$ cat config.mk
export PLATFORM = sky130hd
export DESIGN_NAME = param_stream_ctrl
export DESIGN_NICKNAME = d
export VERILOG_FILES = /design/src/rtl/param_stream_pkg.sv /design/src/rtl/param_stream_fifo.sv /design/src/rtl/param_stream_ctrl.sv
export SDC_FILE = /design/constraint.sdc
export NUM_CORES = 1
export LEC_CHECK = 0
export ABC_AREA = 1
export CORE_UTILIZATION = 30
export DETAILED_ROUTE_END_ITERATION = 8
export PLACE_DENSITY_LB_ADDON = 0.1
export SLEW_MARGIN = 20
export SYNTH_ARGS = -nofsm -noshare
export SYNTH_HDL_FRONTEND = slang
export SYNTH_SLANG_ARGS = --single-unit
$ cat constraint.sdc
create_clock -name clk -period 3.99 [get_ports clk]
set_input_delay 1.197 -clock clk [delete_from_list [all_inputs] [get_ports clk]]
set_output_delay 1.197 -clock clk [all_outputs]
set_load 0.005 [all_outputs]
$ cat src/rtl/param_stream_pkg.sv
// Shared types for the parameter-ROM stream sequencer: FSM states, tag-pipe entry, default ROM latency.
package param_stream_pkg;

  localparam int ROM_LATENCY_DEF = 2;

  typedef enum logic [1:0] {
    IDLE  = 2'd0,
    RUN   = 2'd1,
    DRAIN = 2'd2,
    DONE  = 2'd3
  } state_e;

  typedef struct packed {
    logic valid;
    logic last;
  } tag_t;

endpackage

$ cat src/rtl/param_stream_fifo.sv
// Small synchronous FIFO with simultaneous push/pop and an occupancy count; head word reads as zero when empty.
module param_stream_fifo #(
  parameter int WIDTH = 33,
  parameter int DEPTH = 4,
  localparam int CNT_W = $clog2(DEPTH + 1),
  localparam int PTR_W = (DEPTH > 1) ? $clog2(DEPTH) : 1
) (
  input  logic             clk,
  input  logic             rst_n,
  input  logic             push_i,
  input  logic [WIDTH-1:0] wr_data_i,
  input  logic             pop_i,
  output logic [WIDTH-1:0] rd_data_o,
  output logic [CNT_W-1:0] count_o
);

  logic [WIDTH-1:0] mem_q [DEPTH];
  logic [PTR_W-1:0] wr_ptr_q, rd_ptr_q;
  logic [CNT_W-1:0] count_q;

  function automatic logic [PTR_W-1:0] ptr_inc(input logic [PTR_W-1:0] p);
    return (p == PTR_W'(DEPTH - 1)) ? '0 : p + PTR_W'(1);
  endfunction

  always_ff @(posedge clk) begin
    if (push_i) mem_q[wr_ptr_q] <= wr_data_i;
  end

  always_ff @(posedge clk or negedge rst_n) begin
    if (!rst_n) begin
      wr_ptr_q <= '0;
      rd_ptr_q <= '0;
      count_q  <= '0;
    end else begin
      if (push_i) wr_ptr_q <= ptr_inc(wr_ptr_q);
      if (pop_i)  rd_ptr_q <= ptr_inc(rd_ptr_q);
      count_q <= count_q + CNT_W'(push_i) - CNT_W'(pop_i);
    end
  end

  assign rd_data_o = (count_q == '0) ? '0 : mem_q[rd_ptr_q];
  assign count_o   = count_q;

endmodule

$ cat src/rtl/param_stream_ctrl.sv
// Credit-limited ROM read sequencer producing a valid/ready stream of OUT_DEPTH words per pass.
// rst is asynchronous active-low. Optional perf counters enabled by PARAM_STREAM_CTRL_PERF_EN.
module param_stream_ctrl
  import param_stream_pkg::*;
#(
  parameter int DATA_WIDTH  = 32,
  parameter int OUT_DEPTH   = 32,
  parameter int ROM_LATENCY = ROM_LATENCY_DEF,
  parameter int FIFO_DEPTH  = 4,
  parameter int PASS_WIDTH  = 8,
  parameter int ADDR_WIDTH  = $clog2(OUT_DEPTH) + 1
) (
  input  logic                  clk,
  input  logic                  rst,
  input  logic                  start,
  input  logic [PASS_WIDTH-1:0] cfg_passes,
  output logic                  busy,
  output logic                  done,
  output logic [ADDR_WIDTH-1:0] rom_addr,
  output logic                  rom_ce,
  input  logic [DATA_WIDTH-1:0] rom_q,
  output logic [DATA_WIDTH-1:0] data_out,
  output logic                  data_out_valid,
  input  logic                  data_out_ready,
  output logic                  data_out_last
`ifdef PARAM_STREAM_CTRL_PERF_EN
  ,
  output logic [31:0]           perf_words,
  output logic [31:0]           perf_stall
`endif
);

  localparam int OCC_W = $clog2(FIFO_DEPTH + 1);
  localparam logic [ADDR_WIDTH-1:0] LAST_ADDR = ADDR_WIDTH'(OUT_DEPTH - 1);
  localparam logic [OCC_W-1:0]      OCC_MAX   = OCC_W'(FIFO_DEPTH);

  state_e                state_q, state_d;
  logic [ADDR_WIDTH-1:0] addr_q, addr_d;
  logic [PASS_WIDTH-1:0] pass_q, pass_d, passes_q, passes_d;
  logic [OCC_W-1:0]      occ_q, occ_d;
  tag_t                  tag_q [ROM_LATENCY];
  logic                  issue, pop, final_rd;
  logic [OCC_W-1:0]      fifo_count;

  assign pop      = data_out_valid & data_out_ready;
  assign final_rd = (pass_q == passes_q - PASS_WIDTH'(1)) && (addr_q == LAST_ADDR);
  // occ covers in-flight ROM reads too, so the FIFO always has room when a tag exits.
  assign issue    = (state_q == RUN) && ((occ_q - OCC_W'(pop)) < OCC_MAX);
  assign occ_d    = occ_q + OCC_W'(issue) - OCC_W'(pop);

  always_comb begin
    state_d  = state_q;
    addr_d   = addr_q;
    pass_d   = pass_q;
    passes_d = passes_q;
    unique case (state_q)
      IDLE: begin
        if (start) begin
          state_d  = RUN;
          addr_d   = '0;
          pass_d   = '0;
          passes_d = (cfg_passes == '0) ? PASS_WIDTH'(1) : cfg_passes;
        end
      end
      RUN: begin
        if (issue) begin
          if (addr_q == LAST_ADDR) begin
            addr_d = '0;
            pass_d = pass_q + PASS_WIDTH'(1);
          end else begin
            addr_d = addr_q + ADDR_WIDTH'(1);
          end
          if (final_rd) state_d = DRAIN;
        end
      end
      DRAIN:   if (occ_d == '0) state_d = DONE;
      DONE:    state_d = IDLE;
      default: state_d = IDLE;
    endcase
  end

  always_ff @(posedge clk or negedge rst) begin
    if (!rst) begin
      state_q  <= IDLE;
      addr_q   <= '0;
      pass_q   <= '0;
      passes_q <= PASS_WIDTH'(1);
      occ_q    <= '0;
    end else begin
      state_q  <= state_d;
      addr_q   <= addr_d;
      pass_q   <= pass_d;
      passes_q <= passes_d;
      occ_q    <= occ_d;
    end
  end

  // Tag pipe mirrors the ROM read latency; non-issued cycles carry valid=0 and are dropped.
  always_ff @(posedge clk or negedge rst) begin
    if (!rst) begin
      for (int i = 0; i < ROM_LATENCY; i++) tag_q[i] <= '0;
    end else begin
      tag_q[0] <= {issue, issue && (addr_q == LAST_ADDR)};
      for (int i = 1; i < ROM_LATENCY; i++) tag_q[i] <= tag_q[i-1];
    end
  end

  param_stream_fifo #(
    .WIDTH (DATA_WIDTH + 1),
    .DEPTH (FIFO_DEPTH)
  ) u_fifo (
    .clk       (clk),
    .rst_n     (rst),
    .push_i    (tag_q[ROM_LATENCY-1].valid),
    .wr_data_i ({tag_q[ROM_LATENCY-1].last, rom_q}),
    .pop_i     (pop),
    .rd_data_o ({data_out_last, data_out}),
    .count_o   (fifo_count)
  );

  assign data_out_valid = (fifo_count != '0);
  assign busy           = (state_q == RUN) || (state_q == DRAIN);
  assign done           = (state_q == DONE);
  assign rom_addr       = addr_q;
  assign rom_ce         = 1'b1;

`ifdef PARAM_STREAM_CTRL_PERF_EN
  logic [31:0] perf_words_q, perf_stall_q;

  always_ff @(posedge clk or negedge rst) begin
    if (!rst) begin
      perf_words_q <= '0;
      perf_stall_q <= '0;
    end else begin
      if (pop && (perf_words_q != '1)) perf_words_q <= perf_words_q + 32'd1;
      if (data_out_valid && !data_out_ready && (perf_stall_q != '1))
        perf_stall_q <= perf_stall_q + 32'd1;
    end
  end

  assign perf_words = perf_words_q;
  assign perf_stall = perf_stall_q;
`endif

endmodule

After elaboration in Yosys (flattened, before gate mapping). Memories as Yosys holds them, arrays and structs flattened. Index checks and enable logic that the tools add are counted. Widths: inputs -> output; s select.

Bits in latches: 0. Memories kept: 1. Input port bits: 44. Bits in writable memories: 132. Output and inout bits: 43. Register bits after elaboration: 38. ROM bits: 0.

$add $sub $neg: 10. Mux-type cells: 19. Shifts and indexed selects: 0. Multipliers: 0. Divide/modulo/power cells: 0. Reduce and logical (&&, ||, !) cells: 14. Order comparisons: 1. Eq/ne operators: 12. Bitwise logic cells: 1.

Memory list: u_fifo.mem_q (words 4, width 33, read ports 1, clocked after memory_dff 0, write ports 1, line param_stream_fifo.sv:17) `logic [WIDTH-1:0] mem_q [DEPTH];`.

Operators by type and width (count): $mux 33 (1); $mux 8 (4); $mux 6 (3); $pmux 8 s2 (1); $mux 2 (6); $pmux 6 s2 (1); $ne 2x2->1 const B (5); $sub 3x1->3 (3); $add 8x1->8 const B (1); $eq 2x2->1 const B (4); $eq 8x8->1 (1); $logic_not 8->1 (1); $pmux 2 s4 (1); $reduce_and 4->1 (2); $sub 8x1->8 const B (1); $add 3x1->3 (2); $add 6x1->6 const B (1); $eq 6x5->1 const B (1); $logic_not 3->1 (2); $add 2x1->2 const B (2); $logic_and 1x1->1 (3); $lt 3x3->1 const B (1); $reduce_and 3->1 (1); $reduce_bool 3->1 (1); 7 further kinds (8).

Longest topological paths before layout.
Word-level depth: 10. Mapped depth: 16.

By module. From an unflattened synthesis, not the netlist that was laid out.

Cell total of the unflattened synthesis: 813. Area total of the unflattened synthesis: 8056.5 sq um.

By module, submodules not included: param_stream_fifo (times used 1, cells each 568, area an instance 6034.5 sq um); param_stream_ctrl (times used 1, cells each 245, area an instance 2021.9 sq um).

Least setup slack after synthesis. OpenSTA, ideal clock, no wires.

Kind: input to register. Start: input port data_out_ready. End: register state_q[0]. Slack: 0.607 ns. Path buffers: 0. Arrival time: 3.266 ns. Cell stages on the path: 13. Required time: 3.873 ns. Path through: nand3_2 > xor2_2 > nor2_1 > inv_1 > ha_1 > inv_1 > ha_1 > fa_1 > or2_2 > o21ai_0 > nand3_1 > nand2_1 > nand2_1.

Cells in the longest elaborated chain, start to end: 9.

Ends and longest elaborated chain: start: declaration (line param_stream_ctrl.sv:24) `input logic data_out_ready,`; $and 1x1->1 (line param_stream_ctrl.sv:45) `assign pop = data_out_valid & data_out_ready;`; $sub 3x1->3 (line param_stream_ctrl.sv:48) `assign issue = (state_q == RUN) && ((occ_q - OCC_W'(pop)) < OCC_MAX);`; $lt 3x3->1 (line param_stream_ctrl.sv:48); $logic_and 1x1->1 (line param_stream_ctrl.sv:48); net issue (line param_stream_ctrl.sv:42) `logic issue, pop, final_rd;`; $add 3x1->3 (line param_stream_ctrl.sv:49) `assign occ_d = occ_q + OCC_W'(issue) - OCC_W'(pop);`; $sub 3x1->3 (line param_stream_ctrl.sv:49); net occ_d[1] (line param_stream_ctrl.sv:40) `logic [OCC_W-1:0] occ_q, occ_d;`; $logic_not 3->1 (line param_stream_ctrl.sv:76) `DRAIN: if (occ_d == '0) state_d = DONE;`; $ne 2x2->1 (no source line); $reduce_and 4->1 (no source line); end signal: assignment (line param_stream_ctrl.sv:90) `state_q <= state_d;`; end: declaration (line param_stream_ctrl.sv:37) `state_e state_q, state_d;`.

The timed path passes the listed nets, and every way through them passes these cells. A chain may end at the register's enable or synchronous reset.

Worst setup path in the final report.
Start: register u_fifo.rd_ptr_q[1]. End: output port data_out[1].

Cells in the longest elaborated chain, start to end: 2.

Ends and longest elaborated chain: start: declaration (line param_stream_fifo.sv:18) `logic [PTR_W-1:0] wr_ptr_q, rd_ptr_q;`; start signal: assignment (line param_stream_fifo.sv:36) `if (pop_i) rd_ptr_q <= ptr_inc(rd_ptr_q);`; $mem_v2 4x33; $mux 33 (line param_stream_fifo.sv:41) `assign rd_data_o = (count_q == '0) ? '0 : mem_q[rd_ptr_q];`; end: declaration (line param_stream_ctrl.sv:22) `output logic [DATA_WIDTH-1:0] data_out,`.

No other way between the ends.

==> out/summary.md <==
Run status
- completed — status

Hold path
- tag_q[1] — hold endpoint
- tag_q[3] — hold path start
- reg -> reg — Hold Crit Class
- 0 — number of cells on the worst hold path

Synth
- 37 — Cell variety after synth
- 758 — Mapped Nets
- 66.0% — part of the Yosys area used for sequential elements
- 0 — number of warnings reported in the yosys synthesis log
- sky130_fd_sc_hd__edfxtp_1 53%, sky130_fd_sc_hd__dfrtp_1 12%, sky130_fd_sc_hd__nor2_1 8.2% — cells taking the most area after synthesis
- 695 — cell count after synthesis
- 7450 um^2 — Netlist Area Pre-Place
- 170 — number of flip-flops and latches in the synthesized netlist
- 53.2% — share of the synthesized area in the top cell type
- 10.7 um^2 — synthesized area per cell
- sky130_fd_sc_hd__edfxtp_1 — Yosys top cell by area

Detailed routing
- 4 — number of search-and-repair iterations in the first detailed-routing pass
- 215 — DRC violation total after the first TritonRoute iteration
- 15.8 um — Wirelength per Cell
- 4.54 — number of vias per cell
- 0 — final antenna-violating net count
- 17700 um — Detailed Route WL
- 5095 — count of vias placed by the detailed router
- 0 — number of remaining DRC errors

CTS
- yes — TritonCTS clock tree
- 0.42 ns — Skew-Pair Late Insertion Delay
- 0.07 ns — clock-pin slew of the registers on the worst-case setup and hold paths
- sky130_fd_sc_hd__clkbuf_16 — Root Buffer
- 4 — CTS H-tree depth
- 2 — Clock Path Buffers
- 0 — # Post-CTS Setup Buffers
- 170 — clock tree sinks
- 0 — count of cells resized by post-cts repair
- 17 — number of buffers inserted during clock tree synthesis
- 0 — hold buffer count at cts

Critical path
- 14 — Worst Reg-to-Reg Cells
- reg -> out — Crit Path Category
- primary output — Worst Setup End Kind
- 2.48 ns — crit path DAT
- 17 — critical path fanouts, max
- 2.79 ns — required time of the critical path
- 0.68 ns — setup slack, reg-to-reg
- state_q[1] — reg-to-reg critical path startpoint
- flop — crit start category
- state_q[0] — reg2reg end

Timing
- 92.2% — final worst path period share
- 0 — setup-violating endpoint count in the final report
- 0 ns — Final TNS setup
- 37.1% — Max-slew headroom
- 272 MHz — Peak Freq
- 0.0101 ns — Max Clock Skew
- no — unrepaired setup endpoints after global routing
- 3.68 ns — clock period minus final worst setup slack
- 0 — Final Hold Fails
- 0.944 ns — pin slew with the least headroom to its limit
- 0 — final slew viol count
- 0.352 ns — final hold slack

Cells and area
- 847 — nets
- 9290 um^2 — final instance area
- 1122 — Final Non-Filler Cells
- 8.03% — fraction of final layout cells with drive strength greater than 1
- 24.8% — synthesis-to-layout area growth

Pwr
- 736 nW/um^2 — PwrDens
- 0.283 mV — maximum vdd ir drop
- 3.51 nW — leak pwr

Floorplanning
- 160 um — chip height
- 160 um — horizontal die dimension
- 57 — Rows
- 87 — count of boundary I/O pins
- 25500 um^2 — total die area
- 30.6% — initial standard-cell utilization of the core
- 24300 um^2 — core outline area

Job
- 0 — # Max-Cap Violations

Global route
- 14.6% — GRT Util Overall
- 2.84% — met3 Resource Use GR
- met2 — GRT busiest layer
- 28200 um — wire length of the first global-routing pass
- 0 — GR Overflow Total
- 1 — number of antenna violations at the first check in global routing
- 5190 — number of global-route vias before repair
- 18.4% — met1 Usage GRT
- 24.5% — routing usage on met2
- 53 — largest net degree at the start of global routing

Place
- 0.740 — Final GP Congestion
- 10800 um — Detail Placement HPWL
- 1089 — count of placed standard cells including taps
- 8690 um^2 — area post-placement
- 85 — number of port buffers

per-layer routing:
layer	routed length [um]	part of all wire (%)
met3	664	3.8
met5	0	0
met2	8540	48
met4	346	2.0
met1	8130	46
registers in the layout, indices dropped and copies added (netlist names):
register / count
u_fifo.mem_q: 132
pass_q: 8
passes_q: 8
rom_addr: 6
tag_q: 4
occ_q: 3
u_fifo.count_o: 3
state_q: 2
u_fifo.rd_ptr_q: 2
u_fifo.wr_ptr_q: 2
critical path, stage by stage (launching register included):
cell and delay [ns]:
sky130_fd_sc_hd__dfrtp_1 0.34, sky130_fd_sc_hd__clkinv_1 0.34, sky130_fd_sc_hd__buf_4 0.37, sky130_fd_sc_hd__nor2_1 0.11, sky130_fd_sc_hd__o21ai_0 0.08, sky130_fd_sc_hd__a21oi_1 0.25
sky130_fd_sc_hd__clkdlybuf4s50_1 0.56
synthesized netlist by cell type, drive strengths merged:
| library cell | count |
|---|---|
| a21boi | 1 |
| a21oi | 35 |
| and3 | 1 |
| buf | 9 |
| clkbuf | 20 |
| clkinv | 2 |
| conb | 1 |
| dfrtp | 37 |
| dfstp | 1 |
| edfxtp | 132 |
| fa | 2 |
| ha | 17 |
| inv | 49 |
| mux2 | 2 |
| nand2 | 90 |
| nand3 | 19 |
| nand3b | 1 |
| nand4 | 4 |
| nor2 | 166 |
| nor3 | 4 |
| nor3b | 3 |
| nor4 | 2 |
| o21ai | 81 |
| or2 | 3 |
| xnor2 | 5 |
| xor2 | 8 |
layout by cell type, fill, tap and decap left out, types with 5 or more instances in the layout:
cell,Yosys,final
sky130_fd_sc_hd__xnor2_1,5,5
sky130_fd_sc_hd__nor2_1,163,163
sky130_fd_sc_hd__clkbuf_16,0,17
sky130_fd_sc_hd__inv_8,0,7
sky130_fd_sc_hd__nand3_1,18,18
sky130_fd_sc_hd__clkinv_1,2,6
sky130_fd_sc_hd__dfrtp_1,37,36
sky130_fd_sc_hd__clkdlybuf4s50_1,0,84
sky130_fd_sc_hd__edfxtp_1,132,132
sky130_fd_sc_hd__inv_1,49,44
sky130_fd_sc_hd__o21ai_0,80,80
sky130_fd_sc_hd__buf_4,1,13
sky130_fd_sc_hd__nand2_1,87,87
sky130_fd_sc_hd__ha_1,17,17
sky130_fd_sc_hd__xor2_1,7,7
sky130_fd_sc_hd__a21oi_1,35,35
how the worst max path moves through the flow:
stage | to | slack, ns | depth (start not counted) | startpoint
2_1_floorplan | state_q[0] | 0.61 | 13 | data_out_ready
6_report | data_out[1] | 0.31 | 6 | u_fifo.rd_ptr_q[1]
5_1_grt | data_out[1] | 0.15 | 6 | u_fifo.rd_ptr_q[1]
3_5_place_dp | state_q[0] | 0.006 | 14 | data_out_ready
4_1_cts | data_out[1] | 0.30 | 6 | u_fifo.rd_ptr_q[1]
3_3_place_gp | state_q[0] | 0.004 | 14 | data_out_ready
cells by family after synthesis:
family / after synthesis / synth area share (%)
simple gates: 293 / 16.3
compound gates: 117 / 8.05
buf+inv: 80 / 4.28
fa+ha+maj: 19 / 3.39
xor+xnor: 13 / 1.63
flops: 170 / 66.0
other cells: 1 / 0.0504
mux: 2 / 0.302
layout make-up:
class                   instances  area, um^2
multi-input cells             445        2210
inverters                      51         191
well taps                     324         405
clock inverters                15         175
clock buffers                  17         425
flip-flops and latches        170        4920
diodes                          1        2.50
fillers                      2386       15000
repair buffers                 99         963
stage by stage:
stage	setup WS, ns	utilization, %	power [mW]
after floorplan	0.607	-	4.00
after global placement	0.00436	35.7	5.21
after detailed placement	0.00612	35.7	5.28
after CTS	0.301	38.2	6.97
after global routing	0.154	38.2	7.33
final	0.311	38.2	6.84
power by group:
group / switching [mW] / internal, mW
Combinational: 1.55 / 1.21
Clock: 0.759 / 0.900
Sequential: 0.187 / 2.24
No activity file was read; power rests on OpenSTA's default activity.
